--- config.mk ---
export PLATFORM = sky130hd
export DESIGN_NAME = button_press_classifier
export DESIGN_NICKNAME = d
export VERILOG_FILES = /design/src/rtl/button_press_classifier.sv
export SDC_FILE = /design/constraint.sdc
export NUM_CORES = 1
export LEC_CHECK = 0
export CAP_MARGIN = 20
export CORE_ASPECT_RATIO = 0.9
export CORE_MARGIN = 2
export CORE_UTILIZATION = 35
export CTS_CLUSTER_DIAMETER = 60
export CTS_CLUSTER_SIZE = 25
export DETAILED_ROUTE_END_ITERATION = 10
export RECOVER_POWER = 50
export SLEW_MARGIN = 0
export SYNTH_ARGS = -nofsm -noshare
export SYNTH_HDL_FRONTEND = slang
export SYNTH_SLANG_ARGS = --single-unit
--- constraint.sdc ---
create_clock -name clk_in -period 4.95 [get_ports clk_in]
set_input_delay 0.495 -clock clk_in [delete_from_list [all_inputs] [get_ports clk_in]]
set_output_delay 0.495 -clock clk_in [all_outputs]
set_load 0.05 [all_outputs]
--- src/rtl/button_press_classifier.sv ---
// Classifies a debounced button into short, long and double presses.
// All outputs are registered; pulses appear one cycle after the deciding FSM transition.
module button_press_classifier #(
  parameter int LONG_CYCLES       = 50_000_000,
  parameter int DOUBLE_GAP_CYCLES = 25_000_000
) (
  input  logic clk_in,
  input  logic rst_in,
  input  logic btn_in,
  output logic short_press,
  output logic long_press,
  output logic double_press,
  output logic busy
);

  localparam int MAX_CYCLES = (LONG_CYCLES > DOUBLE_GAP_CYCLES) ? LONG_CYCLES : DOUBLE_GAP_CYCLES;
  localparam int CW         = $clog2(MAX_CYCLES + 1);

  localparam logic [CW-1:0] LONG_LAST = CW'(LONG_CYCLES - 1);
  localparam logic [CW-1:0] GAP_LAST  = CW'(DOUBLE_GAP_CYCLES - 1);
  localparam logic [CW-1:0] CNT_SAT   = {CW{1'b1}};

  typedef enum logic [1:0] {
    IDLE        = 2'd0,
    PRESSED1    = 2'd1,
    WAIT_SECOND = 2'd2,
    HELD        = 2'd3
  } state_t;

  state_t        state, state_nxt;
  logic [CW-1:0] cnt, cnt_nxt;
  logic          btn_prev;
  logic          rise;

  // Pulse requests raised on the transition edge; re-registered into the outputs.
  logic short_req, long_req, double_req;
  logic short_req_q, long_req_q, double_req_q;

  assign rise = btn_in & ~btn_prev;

  always_comb begin
    state_nxt  = state;
    short_req  = 1'b0;
    long_req   = 1'b0;
    double_req = 1'b0;
    case (state)
      IDLE: begin
        if (rise) state_nxt = PRESSED1;
      end
      PRESSED1: begin
        if (!btn_in) begin
          state_nxt = WAIT_SECOND;
        end else if (cnt == LONG_LAST) begin
          state_nxt = HELD;
          long_req  = 1'b1;
        end
      end
      WAIT_SECOND: begin
        // A second press wins over gap expiry landing on the same cycle.
        if (rise) begin
          state_nxt  = HELD;
          double_req = 1'b1;
        end else if (cnt == GAP_LAST) begin
          state_nxt = IDLE;
          short_req = 1'b1;
        end
      end
      HELD: begin
        if (!btn_in) state_nxt = IDLE;
      end
      default: state_nxt = IDLE;
    endcase
  end

  always_comb begin
    cnt_nxt = cnt;
    if (state_nxt != state) begin
      cnt_nxt = '0;
    end else if ((state == PRESSED1) || (state == WAIT_SECOND)) begin
      if (cnt != CNT_SAT) cnt_nxt = cnt + 1'b1;
    end
  end

  always_ff @(posedge clk_in) begin
    if (rst_in) begin
      state        <= IDLE;
      cnt          <= '0;
      btn_prev     <= 1'b0;
      short_req_q  <= 1'b0;
      long_req_q   <= 1'b0;
      double_req_q <= 1'b0;
      short_press  <= 1'b0;
      long_press   <= 1'b0;
      double_press <= 1'b0;
      busy         <= 1'b0;
    end else begin
      state        <= state_nxt;
      cnt          <= cnt_nxt;
      btn_prev     <= btn_in;
      short_req_q  <= short_req;
      long_req_q   <= long_req;
      double_req_q <= double_req;
      short_press  <= short_req_q;
      long_press   <= long_req_q;
      double_press <= double_req_q;
      busy         <= (state != IDLE);
    end
  end

endmodule

==> results.py <==
metrics = {
    "global_routing": {
        "globalRouteTotalUtil": 0.156,
        "grt_first_pass_wirelength_mm": 8.49,
        "grt_antenna_before_repair": 0,
        "grt_start_max_net_pins": 27,
        "grt_pass1_vias": 1662,
        "grt.overflow.total": 0,
    },
    "detailed_routing": {
        "drt-initial-drc-count": 100,
        "route.detailed.wl_per_inst_um": 15.3,
        "residual_antenna_violating_net_count_after_detailed_routing": 0,
        "vias": 1841,
        "wl_mm": 4.93,
        "route.detailed.drc": 0,
        "drt_first_pass_iters": 4,
        "via_per_inst": 5.74,
    },
    "cts": {
        "path_clk_slew_ns": 0.07,
        "ctsLongestPathBuffers": 2,
        "cts_tree": "yes",
        "ctsHtreeMaxLevel": 2,
        "cts_hold_buffers": 0,
        "ctsResizeCount": 0,
        "numClockSinks": 36,
        "tritoncts.num_buffers": 5,
        "clk_latency_ns": 0.28,
        "post-cts-setup-buffer-count": 0,
        "clockRootBuffer": "sky130_fd_sc_hd__clkbuf_8",
    },
    "yosys": {
        "synth_warnings": 0,
        "edff_count_synth": 0,
        "synthFlopType": "sky130_fd_sc_hd__dfxtp_1",
        "post_synth_instance_area_um2": 2090,
        "postSynthCellCount": 250,
        "synth.net_count": 259,
        "synth_cell_type_count": 43,
        "avgSynthCellArea_um2": 8.34,
        "ys_async_sr_fraction": 0,
        "synth-seq-area-share": 0.346,
        "synthesized_flop_and_latch_total": 36,
    },
    "hold_path": {
        "hold_path_cells": 1,
        "holdCritPathClass": "reg -> reg",
    },
    "critical_path": {
        "r2r_end": "cnt[13]",
        "reg_to_reg_slack_setup_ns": 2.10,
        "worst-setup-path-type": "reg -> reg",
        "timing.rr.start": "cnt[0]",
        "ff2ff_path_depth": 6,
        "startpoint": "cnt[0]",
        "critPathRequiredTime_ns": 5.13,
        "startpoint_type": "flip-flop",
        "timing.critical_path.fanout_max": 14,
        "critPathArrivalTime_ns": 3.04,
        "cp-endpoint": "cnt[13]",
        "critical_path_end_type": "flip-flop",
    },
    "timing": {
        "fin_crit_sh": 0.576,
        "setup_viol": 0,
        "timing.final.max_slew_violations": 0,
        "worst_hold_slack_ns": 0.440,
        "clock-skew-final_ns": 0.00534,
        "unrepaired_setup_endpoints_after_global_routing": "no",
        "totalNegativeSetupSlack_ns": 0,
        "timing.max_slew.rel_slack": 0.320,
        "worstMarginPinSlew_ns": 1.02,
        "final.min_clock_period_ns": 2.85,
        "maxClockFrequency_ghz": 0.351,
        "report.final.hold_viol_count": 0,
    },
    "placement": {
        "half_perimeter_wire_length_after_placement_mm": 3.45,
        "io_buf_count": 6,
        "gp_routability_congestion": 0.863,
    },
    "finish": {
        "synthToLayoutAreaGrowth_pct": 8.88,
        "layout.nets": 260,
        "insertedDiodeCount": 0,
        "final_layout_size_suffix_gt1_frac": 0.0518,
    },
    "run_status": {
        "outcome": "complete, no violations",
    },
    "die": {
        "pin_count": 7,
        "floorplan.initialDensity": 0.364,
        "placementRows": 26,
        "die_y_um": 77.2,
        "die_ar_um2": 6590,
        "die_w_um": 85.4,
        "core_um2": 5730,
    },
    "power": {
        "power.leakage_uw": 0.000720,
        "power_density_nw_per_um2": 276,
        "power.ir.vdd_worst_v": 0.000204,
    },
    "run": {
        "max_cap_viol_count": 0,
    },
}
-- final cells by class --
cell class | instances | area (µm²)
inverters | 6 | 22.5
well taps | 70 | 87.6
fillers | 584 | 3450
clock buffers | 7 | 96.3
flip-flops and latches | 36 | 721
repair buffers | 7 | 75.1
multi-input cells | 195 | 1270
-- how the worst min path moves through the flow --
stage                 start      endpoint  slack, ns
6_report       double_req_q  double_press       0.44
5_1_grt         short_req_q   short_press       0.46
4_1_cts        double_req_q  double_press       0.44
3_5_place_dp   double_req_q  double_press       0.43
3_3_place_gp   double_req_q  double_press       0.42
2_1_floorplan  double_req_q  double_press       0.41
-- kinds of logic (layout without fill, tap and decap cells) --
kind of cell,count (synthesis),after routing,share of synthesized area
compound gates,47,47,0.155
xor+xnor,14,14,0.0588
fa+ha+maj,6,6,0.0360
buf+inv,19,20,0.0444
flops,36,36,0.346
mux,2,2,0.00960
simple gates,126,126,0.350
-- cells in the mapped netlist, types with 2 or more instances --
| cell | count | area, µm² |
|---|---|---|
| sky130_fd_sc_hd__dfxtp_1 | 36 | 721 |
| sky130_fd_sc_hd__and4_1 | 4 | 35.0 |
| sky130_fd_sc_hd__nor2_1 | 10 | 37.5 |
| sky130_fd_sc_hd__nand2_1 | 12 | 45.0 |
| sky130_fd_sc_hd__nand4_1 | 14 | 87.6 |
| sky130_fd_sc_hd__or3_1 | 8 | 50.1 |
| sky130_fd_sc_hd__a211oi_1 | 10 | 75.1 |
| sky130_fd_sc_hd__buf_2 | 5 | 25.0 |
| sky130_fd_sc_hd__a211o_1 | 2 | 17.5 |
| sky130_fd_sc_hd__o31ai_1 | 3 | 22.5 |
| sky130_fd_sc_hd__o21ai_0 | 13 | 65.1 |
| sky130_fd_sc_hd__or4_1 | 4 | 30.0 |
| sky130_fd_sc_hd__and3_1 | 9 | 56.3 |
| sky130_fd_sc_hd__nand2b_1 | 2 | 12.5 |
| sky130_fd_sc_hd__inv_1 | 6 | 22.5 |
| sky130_fd_sc_hd__xnor2_1 | 8 | 70.1 |
| sky130_fd_sc_hd__a21oi_1 | 7 | 35.0 |
| sky130_fd_sc_hd__nor4b_1 | 3 | 26.3 |
| sky130_fd_sc_hd__nor4_1 | 7 | 43.8 |
| sky130_fd_sc_hd__clkbuf_1 | 6 | 22.5 |
| sky130_fd_sc_hd__nand3_1 | 13 | 65.1 |
| sky130_fd_sc_hd__o2111a_1 | 3 | 33.8 |
| sky130_fd_sc_hd__buf_6 | 2 | 22.5 |
| sky130_fd_sc_hd__o21ai_1 | 2 | 10.0 |
| sky130_fd_sc_hd__or4_4 | 2 | 22.5 |
| sky130_fd_sc_hd__ha_1 | 6 | 75.1 |
| sky130_fd_sc_hd__mux2i_1 | 2 | 20.0 |
| sky130_fd_sc_hd__xor2_1 | 6 | 52.6 |
| sky130_fd_sc_hd__and2_1 | 3 | 18.8 |
| sky130_fd_sc_hd__nor2b_1 | 4 | 25.0 |
| sky130_fd_sc_hd__nor3_1 | 26 | 130 |
-- through the flow --
stage	worst slack [ns]	utilization	area, µm²	std cells	power, µW
detailed placement	2.02	0.378	2160	313	406
global placement	2.17	0.378	2160	313	406
CTS	1.99	0.395	2260	320	632
floorplan	2.79	-	2090	250	388
finish	2.10	0.397	2270	321	628
global route	1.80	0.397	2270	321	658
-- sequential cells by signal (all words and copies together) (netlist names) --
signal	flops
btn_prev	1
busy	1
cnt	26
double_press	1
double_req_q	1
long_press	1
long_req_q	1
short_press	1
short_req_q	1
state	2
-- power breakdown --
group / internal (µW) / switching, µW
sequential: 296 / 7.80
combinational: 34.0 / 65.9
clock: 124 / 99.9
total: 454 / 174
-- critical path: stages (launching register included) --
cell and delay (ns):
sky130_fd_sc_hd__dfxtp_1 0.39, sky130_fd_sc_hd__ha_1 0.34, sky130_fd_sc_hd__nand3_1 0.19, sky130_fd_sc_hd__or4_1 0.73, sky130_fd_sc_hd__nor2_1 0.64, sky130_fd_sc_hd__o21ai_0 0.21
sky130_fd_sc_hd__a211oi_1 0.24
-- metal layers --
| layer | global-route usage | part of all wire | up-vias |
|---|---|---|---|
| met5 | 0 | 0 | - |
| met4 | 0.0349 | 0.0077 | 0 |
| met3 | 0.0344 | 0.045 | 6 |
| met2 | 0.217 | 0.41 | 47 |
| met1 | 0.243 | 0.54 | 832 |
| li1 | - | - | 956 |
-- cells in the final DEF (no fill, tap or decap), types with 2 or more instances in the layout --
master,instances
sky130_fd_sc_hd__nand2_1,12
sky130_fd_sc_hd__and3_1,9
sky130_fd_sc_hd__o31ai_1,3
sky130_fd_sc_hd__dlygate4sd3_1,6
sky130_fd_sc_hd__and4_1,4
sky130_fd_sc_hd__mux2i_1,2
sky130_fd_sc_hd__a211o_1,2
sky130_fd_sc_hd__clkbuf_8,7
sky130_fd_sc_hd__or4_1,5
sky130_fd_sc_hd__o2111a_1,3
sky130_fd_sc_hd__dfxtp_1,36
sky130_fd_sc_hd__or3_1,8
sky130_fd_sc_hd__nor4_1,7
sky130_fd_sc_hd__nor2_1,10
sky130_fd_sc_hd__inv_1,6
sky130_fd_sc_hd__a211oi_1,10
sky130_fd_sc_hd__o21ai_0,13
sky130_fd_sc_hd__ha_1,6
sky130_fd_sc_hd__nor2b_1,4
sky130_fd_sc_hd__xor2_1,6
sky130_fd_sc_hd__and2_1,3
sky130_fd_sc_hd__nor3_1,26
sky130_fd_sc_hd__nand2b_1,2
sky130_fd_sc_hd__nor4b_1,3
sky130_fd_sc_hd__o21ai_1,2
sky130_fd_sc_hd__nand4_1,14
sky130_fd_sc_hd__a21oi_1,7
sky130_fd_sc_hd__xnor2_1,8
sky130_fd_sc_hd__nand3_1,13
Power figures use the tool's default switching activity.
